**src/rtl/score_pkg.sv**
```systemverilog
// rtl/score_pkg.sv - shared game-state type and score/level widths for score_keeper
package score_pkg;

  typedef enum logic [1:0] {
    IDLE      = 2'd0,
    PLAYING   = 2'd1,
    GAME_OVER = 2'd2
  } state_t;

  localparam int SCORE_W = 8;
  localparam int LEVEL_W = 3;
  localparam logic [SCORE_W-1:0] SCORE_MAX = 8'd255;

endpackage

```
**src/rtl/blink_timer.sv**
```systemverilog
// rtl/blink_timer.sv - free-running toggle flag, flips every BLINK_CYCLES enabled cycles
module blink_timer #(
  parameter int unsigned BLINK_CYCLES = 25_000_000
) (
  input  logic clk,
  input  logic reset,
  input  logic enable,
  output logic flag
);

  localparam int CW = $clog2(BLINK_CYCLES);
  localparam logic [CW-1:0] CNT_LAST = CW'(BLINK_CYCLES - 1);

  logic [CW-1:0] count;

  // Dropping enable restarts the phase, so every entry begins with flag low.
  always_ff @(posedge clk) begin
    if (reset || !enable) begin
      count <= '0;
      flag  <= 1'b0;
    end else if (count == CNT_LAST) begin
      count <= '0;
      flag  <= ~flag;
    end else begin
      count <= count + 1'b1;
    end
  end

endmodule

```
**src/rtl/score_keeper.sv**
```systemverilog
// rtl/score_keeper.sv - game FSM, saturating score, difficulty level and session high score
module score_keeper
  import score_pkg::*;
#(
  parameter int unsigned LEVEL_STEP   = 10,
  parameter int unsigned MAX_LEVEL    = 7,
  parameter int unsigned BLINK_CYCLES = 25_000_000
) (
  input  logic               clk,
  input  logic               reset,
  input  logic               start,
  input  logic               obstacle_passed,
  input  logic               collision,
  output logic [SCORE_W-1:0] score,
  output logic [SCORE_W-1:0] high_score,
  output logic [SCORE_W-1:0] display_score,
  output logic [LEVEL_W-1:0] level,
  output logic               playing,
  output logic               game_over,
  output logic               new_record
);

  localparam logic [SCORE_W-1:0] STEP_LAST = SCORE_W'(LEVEL_STEP - 1);
  localparam logic [LEVEL_W-1:0] LEVEL_TOP = LEVEL_W'(MAX_LEVEL);

  state_t             state, state_next;
  logic [SCORE_W-1:0] step_cnt;
  logic               enter_play;
  logic               show_high;

  always_comb begin
    state_next = state;
    case (state)
      IDLE:      if (start)     state_next = PLAYING;
      PLAYING:   if (collision) state_next = GAME_OVER;
      GAME_OVER: if (start)     state_next = PLAYING;
      default:                  state_next = IDLE;
    endcase
  end

  assign enter_play = (state_next == PLAYING) && (state != PLAYING);

  always_ff @(posedge clk) begin
    if (reset) begin
      state      <= IDLE;
      score      <= '0;
      high_score <= '0;
      level      <= '0;
      step_cnt   <= '0;
      new_record <= 1'b0;
    end else begin
      state <= state_next;
      if (enter_play) begin
        score      <= '0;
        level      <= '0;
        step_cnt   <= '0;
        new_record <= 1'b0;
      end else if (state == PLAYING) begin
        // A collision swallows any point arriving on the same edge.
        if (collision) begin
          if (score > high_score) begin
            high_score <= score;
            new_record <= 1'b1;
          end
        end else if (obstacle_passed && score != SCORE_MAX) begin
          score <= score + 1'b1;
          if (step_cnt == STEP_LAST) begin
            step_cnt <= '0;
            if (level != LEVEL_TOP) level <= level + 1'b1;
          end else begin
            step_cnt <= step_cnt + 1'b1;
          end
        end
      end
    end
  end

  blink_timer #(
    .BLINK_CYCLES(BLINK_CYCLES)
  ) u_blink (
    .clk   (clk),
    .reset (reset),
    .enable(state == GAME_OVER),
    .flag  (show_high)
  );

  assign playing   = (state == PLAYING);
  assign game_over = (state == GAME_OVER);

  always_comb begin
    display_score = score;
    case (state)
      IDLE:      display_score = high_score;
      GAME_OVER: display_score = show_high ? high_score : score;
      default:   display_score = score;
    endcase
  end

endmodule

```
**config.mk**
```make
export PLATFORM = sky130hd
export DESIGN_NAME = score_keeper
export DESIGN_NICKNAME = d
export VERILOG_FILES = /design/src/rtl/score_pkg.sv /design/src/rtl/blink_timer.sv /design/src/rtl/score_keeper.sv
export SDC_FILE = /design/constraint.sdc
export NUM_CORES = 1
export LEC_CHECK = 0
export CAP_MARGIN = 20
export CORE_ASPECT_RATIO = 1.5
export CORE_UTILIZATION = 59
export CTS_BUF_LIST = sky130_fd_sc_hd__clkbuf_16
export DETAILED_ROUTE_END_ITERATION = 8
export HOLD_SLACK_MARGIN = 0.06
export PLACE_DENSITY = 0.84
export SYNTH_ARGS = -nofsm -noshare
export SYNTH_HDL_FRONTEND = slang
export SYNTH_HIERARCHICAL = 1
export SYNTH_SLANG_ARGS = --single-unit
```
**constraint.sdc**
```tcl
create_clock -name clk -period 5.7 [get_ports clk]
set_input_delay 1.71 -clock clk [delete_from_list [all_inputs] [get_ports clk]]
set_output_delay 1.71 -clock clk [all_outputs]
set_load 0.005 [all_outputs]
```
### Yosys cells after proc, flatten, opt, wreduce, memory -nomap -nowiden

Index checks and enable logic that the tools add are counted.

* input port bits: 5
* bits in registers: 56
* logic and storage cells: 42

* equal/unequal tests: 8
* magnitude comparators: 1
* add/sub/neg operators: 4
* reductions and logical operators: 12
* muxes and demuxes: 6
* bitwise logic cells: 3

Operators by type and width (number)
* 25-bit by 1-bit adder with 25-bit output, second input constant: 1
* 25-bit equality test, second input constant: 1
* 8-bit by 1-bit adder with 8-bit output, second input constant: 2
* 8-bit 2-to-1 mux: 2
* 8-bit case mux with 2 select lines: 1
* 8-bit by 4-bit equality test with 1-bit output, second input constant: 1
* 8-bit > comparator: 1
* 8-bit inequality test, second input constant: 1
* 3-bit AND reduction: 2
* 2-bit OR reduction: 3
* 5-bit AND reduction: 1
* 2-bit by 1-bit equality test with 1-bit output, second input constant: 2
* 2-bit 2-to-1 mux: 2
* 2-bit case mux with 2 select lines: 1
* 4-bit AND reduction: 1
* 3-bit by 1-bit adder with 3-bit output, second input constant: 1
* 3-bit inequality test, second input constant: 1
* 1-bit NOT: 3
* 2-bit equality test, second input constant: 1
* 1-bit logical AND: 2
* 2-bit zero test: 1
* 2-bit by 1-bit inequality test with 1-bit output, second input constant: 1
* 1-bit zero test: 1
* 1-bit logical OR: 1

### Longest topological paths before layout

Gate-level depths: netlist of the first run.

* word-level depth: 7
* depth in mapped cells: 8
* depth with buffers taken out: 7

### Modules after synthesis

Netlist of the first run, hierarchy kept.

Modules (own cells, without submodules)
* score_keeper: cells an instance 180, sequential area each 600.6 um^2, area an instance 1695.4 um^2, instances 1
* blink_timer: cells an instance 143, sequential area each 520.5 um^2, area an instance 1224.9 um^2, instances 1

### Least setup slack after synthesis of the first run

Ideal clock, no wire load.

* path kind: register to output
* from: register u_blink.flag
* to: output display_score[1]
* stages on the path, launching flop included: 4
* required time: 3.990 ns
* path buffers: 0
* slack: 2.942 ns
* arrival: 1.048 ns
* cells stage by stage: dfxtp_1 inv_1 a21oi_2 mux2_2

* word-level cells in the longest chain between the ends: 2

RTL lines
* from (decl): RTL line blink_timer.sv:8 `output logic flag`
* from (signal assigned): RTL line blink_timer.sv:23 `flag <= ~flag;`
* 8-bit 2-to-1 mux: RTL line score_keeper.sv:94 `GAME_OVER: display_score = show_high ? high_score : score;`
* 8-bit case mux with 2 select lines: RTL line score_keeper.sv:92 `case (state)`
* to (decl): RTL line score_keeper.sv:16 `output logic [SCORE_W-1:0] display_score,`

No other way between the ends.

### Worst setup path in the final report of the first run

* from: register u_blink.flag
* to: output display_score[4]

The elaborated chain is that of the path after synthesis.

==> results of run 1 <==
-- per-layer routing --
metal	share of wire [%]	vias to the layer above	GRT usage, %	wire length, um
li1	-	1205	-	-
met1	42	1181	28.3	2450
met2	54	32	43.3	3150
met3	2.7	6	4.28	156
met4	1.3	0	9.31	78
met5	0	-	0	0
-- cells by family after synthesis --
kind of cell,Yosys count
AND/OR/NAND/NOR,142
buffers and inverters,26
multiplexers,18
AO/OA/AOI/OAI,40
flip-flops,56
adder cells (fa/ha/maj),14
XOR/XNOR,27
-- cell usage in the layout (no fill, tap or decap), types with 5 or more instances in the layout --
cell	netlist	layout
nor4_1	6	6
nand4_1	19	19
o21ai_0	11	11
mux2i_1	11	11
or3_1	9	9
a21oi_1	17	17
mux2_2	7	7
nand3_1	9	9
clkdlybuf4s50_1	0	34
nor3_1	9	9
ha_1	14	14
nand2b_1	18	18
clkbuf_16	0	5
nor2_1	33	33
nand2_1	18	18
dfxtp_1	56	56
xnor2_1	17	17
xor2_1	10	10
inv_1	15	15
-- registers in the layout, summed over array words and instances (netlist names) --
name,count
state,2
new_record,1
high_score,8
u_blink/flag,1
level,3
score,8
u_blink/count,25
step_cnt,8
-- power by group --
part / leakage, uW / switching (uW) / internal, uW
clock network: 0.0000702 / 144 / 164
logic: 0.000555 / 14.5 / 11.4
registers: 0.000451 / 1.78 / 392
-- stage by stage --
step           power (uW)  area [um2]  worst slack (ns)  hold WS, ns  util, %
2_1_floorplan         420        2920              2.94        0.448        -
3_3_place_gp          428        3290              2.17        0.460     68.3
6_report              727        3430              2.03        0.484     71.4
5_1_grt               749        3430              1.88        0.501     71.4
4_1_cts               733        3430              1.99        0.485     71.4
3_5_place_dp          429        3290              2.14        0.469     68.3
-- final timing paths --
check | end | slack (ns) | cells after the start
min reg2reg | new_record$_SDFFE_PP0P_ | 0.48 | 1
max reg2reg | u_blink/count[5]$_SDFF_PP0_ | 3.30 | 5
min | new_record$_SDFFE_PP0P_ | 0.48 | 1
max | display_score[4] | 2.03 | 4
-- worst max-delay path, delay by kind of cell, from the launching register on --
kind                   cells  cell delay (ns)
multiplexers               1             0.39
flip-flops                 1             0.34
AO/OA/AOI/OAI              1             0.42
buffers and inverters      2             0.51
-- final cells by class --
class | instances | area (um2)
Fill cell | 411 | 1380
Timing Repair Buffer | 35 | 348
Sequential cell | 56 | 1120
Inverter | 15 | 56.3
Multi-Input combinational cell | 241 | 1680
Clock inverter | 3 | 21.3
Tap cell | 66 | 82.6
Clock buffer | 5 | 125
==> flow_metrics.tcl, run 1 <==
set metrics [dict create \
    status "finished, final reports clean" \
    diodes 0 \
    startpoint_type "flip-flop" \
    synth_compound_area_share_pct 9.60 \
    antenna_found_initial 0 \
    endpoint_kind "primary output" \
    synth_xor_area_share_pct 8.10 \
    synth_adder_area_share_pct 6.00 \
    hp-start "new_record$_SDFFE_PP0P_" \
    nets 373 \
    ant_nets 0 \
    slew_violations 0 \
    synth_top_area_share_pct 38.4 \
    ys_top_cells_by_area "dfxtp_1 (38%), ha_1 (6.0%), xnor2_1 (5.1%)" \
    postCtsSetupBuffers 0 \
    htreeDepth 2 \
    finalCritPeriodShare_pct 64.4 \
    core-area_um2 4810 \
    synth_top_family_by_area "simple AND/OR/NAND/NOR gates" \
    io_pins 35 \
    synth_common_cells "dfxtp_1 (56), nor2_1 (33), nand4_1 (19)" \
    layout-drive-gt1-share_pct 8.73 \
    die_h_um 88.2 \
    die_x_um 59.4 \
    yosysMostFrequentCell "dfxtp_1" \
    tightest_slew_ns 0.991 \
    crit_slowest_cell "clkdlybuf4s50_1" \
    synth_fp_nets 342 \
    fin_tns_setup_ns 0 \
    synth-simple-area-share_pct 27.3 \
    gr-total-overflow 0 \
    grt_setup_unrepaired "false" \
    synth_edf_count 0 \
    synthMuxAreaShare_pct 6.47 \
    gp_congestion 0.780 \
    path_clk_slew_ns 0.07 \
    synth.distinct_cells 47 \
    max_cap_violations 0 \
    hpwl_um 4200 \
    powerDensity_nw_per_um2 212 \
    required_ns 3.99 \
    cts_sinks 56 \
    area_growth_syn_to_layout_pct 17.6 \
    syn_inst 323 \
    fin_skew_ns 0.00462 \
    path_max_fanout 9 \
    ys_warn_count 6 \
    firstDrtPassIters 5 \
    async_flop_share_pct 0 \
    clk_path_buf_depth 2 \
    setup_viol 0 \
    synth-main-ff-cell "dfxtp_1" \
    cpPeakStageDelay_ns 0.45 \
    fin_crit_ns 3.67 \
    drc 0 \
    clock-root-buffer "clkbuf_16" \
    vias 2424 \
    grt_pass1_wl_um 9740 \
    io_buffers 34 \
    initial_core_util_pct 60.7 \
    cp.arrival_ns 1.96 \
    grt_pass1_vias 2150 \
    synth_largest_area_cell "dfxtp_1" \
    synth_seq_cells 56 \
    avgRoutedWirePerCell_um 13.9 \
    cts_resized 0 \
    grt_max_degree 26 \
    wirelength_um 5840 \
    ys_seq_area_share_pct 38.4 \
    r2r_start "u_blink/count[0]$_SDFF_PP0_" \
    hold_viol_final 0 \
    dp.cells 413 \
    die_area_um2 5240 \
    fmax_ghz 0.272 \
    cts_tree "built" \
    setup.worst_path.start "u_blink/flag$_SDFFE_PP0N_" \
    path_cells "inv_1 -> a21oi_2 -> mux2_2 -> clkdlybuf4s50_1" \
    drt_iter0_markers 97 \
    p_leak_uw 0.00108 \
    cts_buffers 5 \
    clk_latency_ns 0.29 \
    holdBufCountCts 0 \
    max_slew_margin_pct 33.9 \
    peakVddDrop_v 0.000159 \
    crit_type "flip-flop to primary output" \
    final_cells 421 \
    rows 31 \
    hold_path.class "flip-flop to flip-flop" \
    grt_usage_pct 24.3 \
    syn_area_per_cell_um2 9.04 \
    syn_area_um2 2920 \
    vias_per_cell 5.76 \
]
Note: power is estimated with default switching activity, not from simulation.
==> inputs of run 2 (changes only) <==
--- a/config.mk
+++ b/config.mk
@@ -7,11 +7,11 @@
 export LEC_CHECK = 0
 export CAP_MARGIN = 20
 export CORE_ASPECT_RATIO = 1.5
-export CORE_UTILIZATION = 59
+export CORE_UTILIZATION = 50
 export CTS_BUF_LIST = sky130_fd_sc_hd__clkbuf_16
 export DETAILED_ROUTE_END_ITERATION = 8
 export HOLD_SLACK_MARGIN = 0.06
-export PLACE_DENSITY = 0.84
+export PLACE_DENSITY = 0.76
 export SYNTH_ARGS = -nofsm -noshare
 export SYNTH_HDL_FRONTEND = slang
 export SYNTH_HIERARCHICAL = 1
==> constraint.sdc (replaced) <==
create_clock -name clk -period 3.2 [get_ports clk]
set_input_delay 0.96 -clock clk [delete_from_list [all_inputs] [get_ports clk]]
set_output_delay 0.96 -clock clk [all_outputs]
set_load 0.005 [all_outputs]
==> run 2 against run 1 <==
Net effect:
- combinational power up 87%
- hold slack worse by 0.0069 ns
- first-iteration DRC count down 27%
- final area up 1.4%
- setup slack worse by 1.7 ns
- register-to-register slack worse by 2.5 ns
- global-route usage down 4.8 points
- clock skew up 0.00051 ns
- utilization down 8.4 points
- clock power up 98%
- critical path type unchanged
- largest cell class unchanged
- highest routed layer unchanged
==> flow_metrics.tcl, run 2 (synthesized netlist as in run 1, its figures left out) <==
set metrics [dict create \
    cts_buffers 5 \
    slew_violations 0 \
    rows 33 \
    cp.arrival_ns 1.92 \
    grt_usage_pct 19.5 \
    cts_tree "built" \
    grt_pass1_wl_um 9530 \
    fmax_ghz 0.347 \
    max_slew_margin_pct 34.4 \
    vias_per_cell 5.61 \
    holdBufCountCts 0 \
    io_buffers 34 \
    required_ns 2.24 \
    most-common-layout-cells "dfxtp_1 (56), clkdlybuf4s50_1 (34), nor2_1 (33)" \
    nets 376 \
    grt_pass1_vias 2208 \
    finalCritPeriodShare_pct 90.1 \
    hold_viol_final 0 \
    diodes 0 \
    setup_viol 0 \
    endpoint_kind "primary output" \
    hold_path.class "flip-flop to flip-flop" \
    powerDensity_nw_per_um2 390 \
    max_cap_violations 0 \
    largest_register_ffs 25 \
    area_growth_syn_to_layout_pct 19.2 \
    status "finished, final reports clean" \
    path_max_fanout 9 \
    startpoint_type "flip-flop" \
    die_x_um 64.4 \
    grt_setup_unrepaired "false" \
    finalPower_uw 1360 \
    drc 0 \
    firstDrtPassIters 4 \
    hpwl_um 4190 \
    gr-total-overflow 0 \
    avgRoutedWirePerCell_um 13.4 \
    postCtsSetupBuffers 0 \
    peakVddDrop_v 0.000314 \
    clk_latency_ns 0.29 \
    grt_max_degree 26 \
    initial_core_util_pct 52.8 \
    core-area_um2 5530 \
    vias 2402 \
    p_leak_uw 0.00110 \
    io_pins 35 \
    fin_tns_setup_ns 0 \
    htreeDepth 2 \
    cts_sinks 56 \
    path_clk_slew_ns 0.07 \
    die_h_um 95.6 \
    cts_resized 0 \
    fin_crit_ns 2.88 \
    drt_iter0_markers 71 \
    wirelength_um 5740 \
    clk_path_buf_depth 2 \
    gp_congestion 0.874 \
    clock-root-buffer "clkbuf_16" \
    crit_type "flip-flop to primary output" \
    layout-drive-gt1-share_pct 9.50 \
    antenna_found_initial 0 \
    final_common_cell "dfxtp_1" \
    fin_skew_ns 0.00512 \
    tightest_slew_ns 0.983 \
    die_area_um2 6160 \
    ant_nets 0 \
    regMostFlops "u_blink/count" \
]
-- run 2: per-stage QoR --
step	utilization (%)	hold slack, ns	setup slack, ns	area (um2)	std cells
4_1_cts	62.9	0.482	0.288	3480	428
3_5_place_dp	59.9	0.466	0.612	3310	420
5_1_grt	62.9	0.492	0.203	3480	428
3_3_place_gp	59.9	0.460	0.636	3310	420
6_report	62.9	0.477	0.318	3480	428
2_1_floorplan	-	0.448	1.19	2920	323
-- run 2: area by class of cell --
class	count	area [um2]
repair buffers	38	370
multi-input cells	241	1680
clock buffers	5	125
clock inverters	3	42.5
flip-flops and latches	56	1120
inverters	15	56.3
fillers	495	2050
well taps	70	87.6
-- run 2: layer usage --
metal | part of all wire [%] | vias to the layer above | track usage [%]
met4 | 1.4 | 0 | 8.33
met1 | 44 | 1155 | 22.9
li1 | - | 1202 | -
met2 | 52 | 39 | 34.5
met3 | 2.5 | 6 | 3.35
met5 | 0 | - | 0
-- run 2: power breakdown --
group / switching, uW / internal (uW) / total [uW]
logic: 26.2 / 22.2 / 48.4
clock network: 240 / 368 / 608
registers: 3.02 / 699 / 702
total: 269 / 1090 / 1360
-- run 2: path summary, 6_finish.rpt --
kind         slack, ns  cells past startpoint                          end                        start
max               0.32                      4             display_score[3]    u_blink/flag$_SDFFE_PP0N_
min               0.48                      1      new_record$_SDFFE_PP0P_      new_record$_SDFFE_PP0P_
max reg2reg       0.80                      5  u_blink/count[9]$_SDFF_PP0_  u_blink/count[0]$_SDFF_PP0_
min reg2reg       0.48                      1      new_record$_SDFFE_PP0P_      new_record$_SDFFE_PP0P_
-- run 2: critical path: stages (launching register included) --
cell and delay [ns]:
dfxtp_1 0.34, inv_1 0.05, a21oi_2 0.40, mux2_2 0.39, clkdlybuf4s50_1 0.45
